## config.mk

```make
export PLATFORM = sky130hd
export DESIGN_NAME = multibit_fifo_deep
export DESIGN_NICKNAME = d
export VERILOG_FILES = /design/src/rtl/multibit_fifo_deep.sv
export SDC_FILE = /design/constraint.sdc
export NUM_CORES = 1
export LEC_CHECK = 0
export CAP_MARGIN = 20
export CORE_MARGIN = 2
export CORE_UTILIZATION = 61
export CTS_CLUSTER_SIZE = 30
export DETAILED_ROUTE_END_ITERATION = 8
export GPL_ROUTABILITY_DRIVEN = 1
export PLACE_DENSITY_LB_ADDON = 0.25
export RECOVER_POWER = 100
export SLEW_MARGIN = 20
export SYNTH_ARGS = -nofsm -noshare
export SYNTH_HDL_FRONTEND = slang
export SYNTH_SLANG_ARGS = --single-unit
```

## constraint.sdc

```tcl
create_clock -name clk -period 5.7 [get_ports clk]
set_clock_uncertainty 0.05 [all_clocks]
set_input_delay 1.14 -clock clk [delete_from_list [all_inputs] [get_ports clk]]
set_output_delay 1.14 -clock clk [all_outputs]
set_load 0.1 [all_outputs]
```

## src/rtl/multibit_fifo_deep.sv

```systemverilog
// multibit_fifo_deep: single-clock show-ahead FIFO, DEPTH x DATA_WIDTH.
// Valid/ready push port (a*) and pop port (b*). Also provides a registered
// occupancy count, almost-full/almost-empty flags and a synchronous flush.
// Optional feature: define MULTIBIT_FIFO_BYPASS_EN to let a word pushed into
// an empty FIFO appear on the b-side in the same cycle.
module multibit_fifo_deep #(
  parameter int DATA_WIDTH   = 32,
  parameter int DEPTH        = 8,
  parameter int AFULL_LEVEL  = 6,
  parameter int AEMPTY_LEVEL = 1,
  localparam int AW          = $clog2(DEPTH)
) (
  input  logic                  clk,
  input  logic                  reset,
  input  logic                  flush,
  input  logic                  avalid,
  input  logic [DATA_WIDTH-1:0] adata,
  output logic                  aready,
  output logic                  bvalid,
  output logic [DATA_WIDTH-1:0] bdata,
  input  logic                  bready,
  output logic [AW:0]           count,
  output logic                  afull,
  output logic                  aempty
);

  localparam logic [AW:0] AFULL_LVL  = (AW+1)'(AFULL_LEVEL);
  localparam logic [AW:0] AEMPTY_LVL = (AW+1)'(AEMPTY_LEVEL);
  localparam logic [AW:0] ONE        = (AW+1)'(1);

  // Pointers carry one extra wrap bit so full and empty can be told apart.
  logic [AW:0] wptr_q, wptr_d;
  logic [AW:0] rptr_q, rptr_d;
  logic [AW:0] count_q, count_d;

  // Storage is deliberately not reset; bdata is only meaningful with bvalid.
  logic [DATA_WIDTH-1:0] mem [DEPTH];

  logic empty, full;
  logic push, pop;

  // Pointer-derived status.
  always_comb begin
    empty = (wptr_q == rptr_q);
    full  = (wptr_q[AW-1:0] == rptr_q[AW-1:0]) && (wptr_q[AW] != rptr_q[AW]);
  end

`ifdef MULTIBIT_FIFO_BYPASS_EN
  logic byp;

  // Handshakes with same-cycle pass-through when empty.
  always_comb begin
    aready = ~reset & ~full & ~flush;
    byp    = empty & avalid & ~flush & ~reset;
    bvalid = (~empty & ~flush) | byp;
    bdata  = byp ? adata : mem[rptr_q[AW-1:0]];
    // A bypassed word that is consumed immediately never touches storage;
    // if it is not consumed it is written like any other push.
    push   = avalid & aready & ~(byp & bready);
    pop    = bvalid & bready & ~byp;
  end
`else
  // Handshakes; b-side depends only on registered state and flush.
  always_comb begin
    aready = ~reset & ~full & ~flush;
    bvalid = ~empty & ~flush;
    bdata  = mem[rptr_q[AW-1:0]];
    push   = avalid & aready;
    pop    = bvalid & bready;
  end
`endif

  // Next-state for pointers and occupancy; flush overrides any transfer.
  always_comb begin
    wptr_d  = wptr_q;
    rptr_d  = rptr_q;
    count_d = count_q;
    if (flush) begin
      wptr_d  = '0;
      rptr_d  = '0;
      count_d = '0;
    end else begin
      if (push) wptr_d = wptr_q + ONE;
      if (pop)  rptr_d = rptr_q + ONE;
      case ({push, pop})
        2'b10:   count_d = count_q + ONE;
        2'b01:   count_d = count_q - ONE;
        default: count_d = count_q;
      endcase
    end
  end

  // State registers, asynchronously cleared.
  always_ff @(posedge clk or posedge reset) begin
    if (reset) begin
      wptr_q  <= '0;
      rptr_q  <= '0;
      count_q <= '0;
    end else begin
      wptr_q  <= wptr_d;
      rptr_q  <= rptr_d;
      count_q <= count_d;
    end
  end

  // Storage write; push is already gated by reset, flush and full.
  always_ff @(posedge clk) begin
    if (push) mem[wptr_q[AW-1:0]] <= adata;
  end

  // Threshold flags from the registered count only.
  always_comb begin
    count  = count_q;
    afull  = (count_q >= AFULL_LVL);
    aempty = (count_q <= AEMPTY_LVL);
  end

endmodule
```

==> impl_metrics.tcl <==
set metrics [dict create \
    rsz0062_at_grt "no" \
    drive_gt1_frac 0.257 \
    cts_buffers 26 \
    die_y_um 136 \
    netlist_area_sq_um 10600 \
    ctsHoldBuffers 0 \
    yosys_warnings 0 \
    hpwlAfterDp_mm 11.1 \
    wl_per_cell_um 24.1 \
    fin_crit_sh 0.888 \
    cp_data_required_time_ns 5.78 \
    cts.sinks 268 \
    stdcell_count 817 \
    timing.fmax_ghz 0.198 \
    yosys_register_bits 268 \
    cts_setup_buffers 0 \
    cts_buffer_depth 3 \
    final_cell_area_sq_um 12300 \
    grt_pass1_vias 5325 \
    synth_top_area_frac 0.725 \
    num_vias 5022 \
    finalHoldViolations 0 \
    placed_cell_area_sq_um 11700 \
    p_leak_nw 3.90 \
    start_util 0.619 \
    cts_tree "built" \
    worst_slack_ns 0.638 \
    ys_types 39 \
    synth-edff-count 256 \
    first_pass_iters 5 \
    row_count 48 \
    min_path_type "reg -> reg" \
    fin_crit_ns 5.06 \
    dp_cells 773 \
    io-pin-count 77 \
    violations "capacitance limit, slew limit" \
    grt_pass1_wl_mm 30.5 \
    setup_tns_ns 0 \
    ys_seq_area_frac 0.754 \
    crit_type "reg -> reg" \
    end_kind "register" \
    synth-main-ff-cell "edfxtp_1" \
    postSynthCellCount 485 \
    synth.avg_cell_area_sq_um 21.9 \
    die_w_um 136 \
    setup_viol 0 \
    nets 619 \
    portBuffers 76 \
    grt_start_max_net_pins 39 \
    clk_transition_reported_paths_ns 0.06 \
    yosys.area.top_type "edfxtp_1" \
    area_growth_syn_to_layout_pct 16.4 \
    slew_headroom -0.286 \
    cap_violations 2 \
    cts_root_buf "clkbuf_16" \
    htree_levels 1 \
    cts_resized 0 \
    status "complete, but fails checks" \
    crit_arrival_ns 5.14 \
    gp_congestion 0.803 \
    drc 0 \
    fp.coreArea_sq_um 17100 \
    grt-ovfl-total 0 \
    p_per_area_nw_per_um2 362 \
    drt_wl_total_mm 19.7 \
    dr.first_iter.drc_count 328 \
    clock_latency_ns 0.52 \
    ant_nets 0 \
    peakVddDrop_mv 0.236 \
    pre_cts_ws_ns 1.17 \
    crit_fanout 36 \
    tightest_slew_ns 1.93 \
    vias_per_cell 6.15 \
    grt_usage 0.225 \
    dieArea_sq_um 18400 \
    async_reset_ff_frac 0.0448 \
    critical_path.startpoint_type "register" \
    syn-num-nets 528 \
    antenna_found_initial 1 \
    maxSlewViolCount 70 \
    synthTopCellsByArea "edfxtp_1 (73%), mux4_2 (14%), mux2_2 (3.5%)" \
]
-- final cells by class --
cell class              instances  area, sq um
clock inverters                13         66.3
inverters                       5         18.8
multi-input cells             185         2440
flip-flops and latches        268         7990
diodes                          1         2.50
fillers                      1026         4770
well taps                     225          282
clock buffers                  30          687
repair buffers                 90          848
-- layout by cell type, fill, tap and decap left out, types with 2 or more instances in the layout --
master           instances
a21oi_1                  3
nand2_1                  7
dfrtp_1                 10
o21ai_0                  4
nand2b_1                 7
clkinv_1                 6
mux4_2                  64
buf_4                    2
xnor2_1                  6
clkdlybuf4s50_1          4
nor2_4                   3
buf_12                   2
edfxtp_1               256
clkbuf_16               27
xor2_1                   8
clkbuf_2                 6
ha_1                     6
nor3_1                   6
mux2i_1                  2
inv_1                    5
nor2_2                   2
clkinv_2                 4
clkinvlp_4               2
a41oi_1                  2
mux2_2                  33
nand3_1                  3
dlygate4sd3_1           70
nor2_1                  12
clkbuf_1                 9
-- worst paths after layout --
path | from | endpoint | slack [ns] | depth (start not counted)
worst max-delay path | rptr_q[2] | mem[1][10] | 0.64 | 5
worst min-delay path | wptr_q[3] | wptr_q[3] | 0.56 | 2
worst max register to register | rptr_q[2] | mem[1][10] | 0.64 | 5
worst min register to register | wptr_q[3] | wptr_q[3] | 0.56 | 2
max in group asynchronous | reset | rptr_q[0] | 4.15 | 2
min in group asynchronous | reset | count[2] | 1.08 | 2
-- layer usage --
layer  track usage  wire (um)  vias to the layer above  part of all wire
li1              -          -                     2180                 -
met4        0.0590        312                        0             0.016
met5             0          0                        -                 0
met2         0.388      10300                      175              0.52
met1         0.303       7910                     2640              0.40
met3        0.0399       1190                       27             0.060
-- critical path, stage by stage (launching register included) --
cell	delay [ns]
dfrtp_1	1.64
xnor2_1	0.25
a41oi_1	0.93
nand2b_1	0.37
nor2_4	0.54
clkbuf_1	0.88
-- registers in the layout, indices dropped and copies added (netlist names) --
signal  cells
mem       256
rptr_q      4
count       4
wptr_q      4
-- power breakdown --
part           total [mW]  switching, mW  internal, mW
clock network        1.53          0.679         0.854
logic               0.716          0.477         0.239
registers            2.22         0.0455          2.17
total                4.47           1.20          3.27
-- cells by family after synthesis --
kind of cell / after synthesis / synth area share
AOI/OAI and AO/OA: 17 / 0.0150
adders and majority gates: 6 / 0.00708
DFF: 268 / 0.754
and+or+nand+nor: 48 / 0.0229
buffers and inverters: 32 / 0.0159
muxes: 100 / 0.174
xor gates and xnor gates: 14 / 0.0116
-- cell usage after synthesis (all sizes together) (4+ instances only) --
cell type    n
edfxtp     256
inv          5
nand2        7
nand2b       7
nor2        17
o21ai        5
nand3        4
xor2         8
mux2        34
nor3         6
xnor2        6
mux4        64
clkbuf      10
dfrtp       12
ha           6
buf         17
-- metrics by stage --
step / hold slack [ns] / util / total power, mW
final: 0.564 / 0.721 / 4.47
after global routing: 0.610 / 0.721 / 4.61
after CTS: 0.558 / 0.726 / 4.54
after detailed placement: 0.541 / 0.682 / 3.01
after global placement: 0.540 / 0.682 / 3.00
after floorplan: 0.511 / - / 2.82
(Power assumes the default switching activity.)
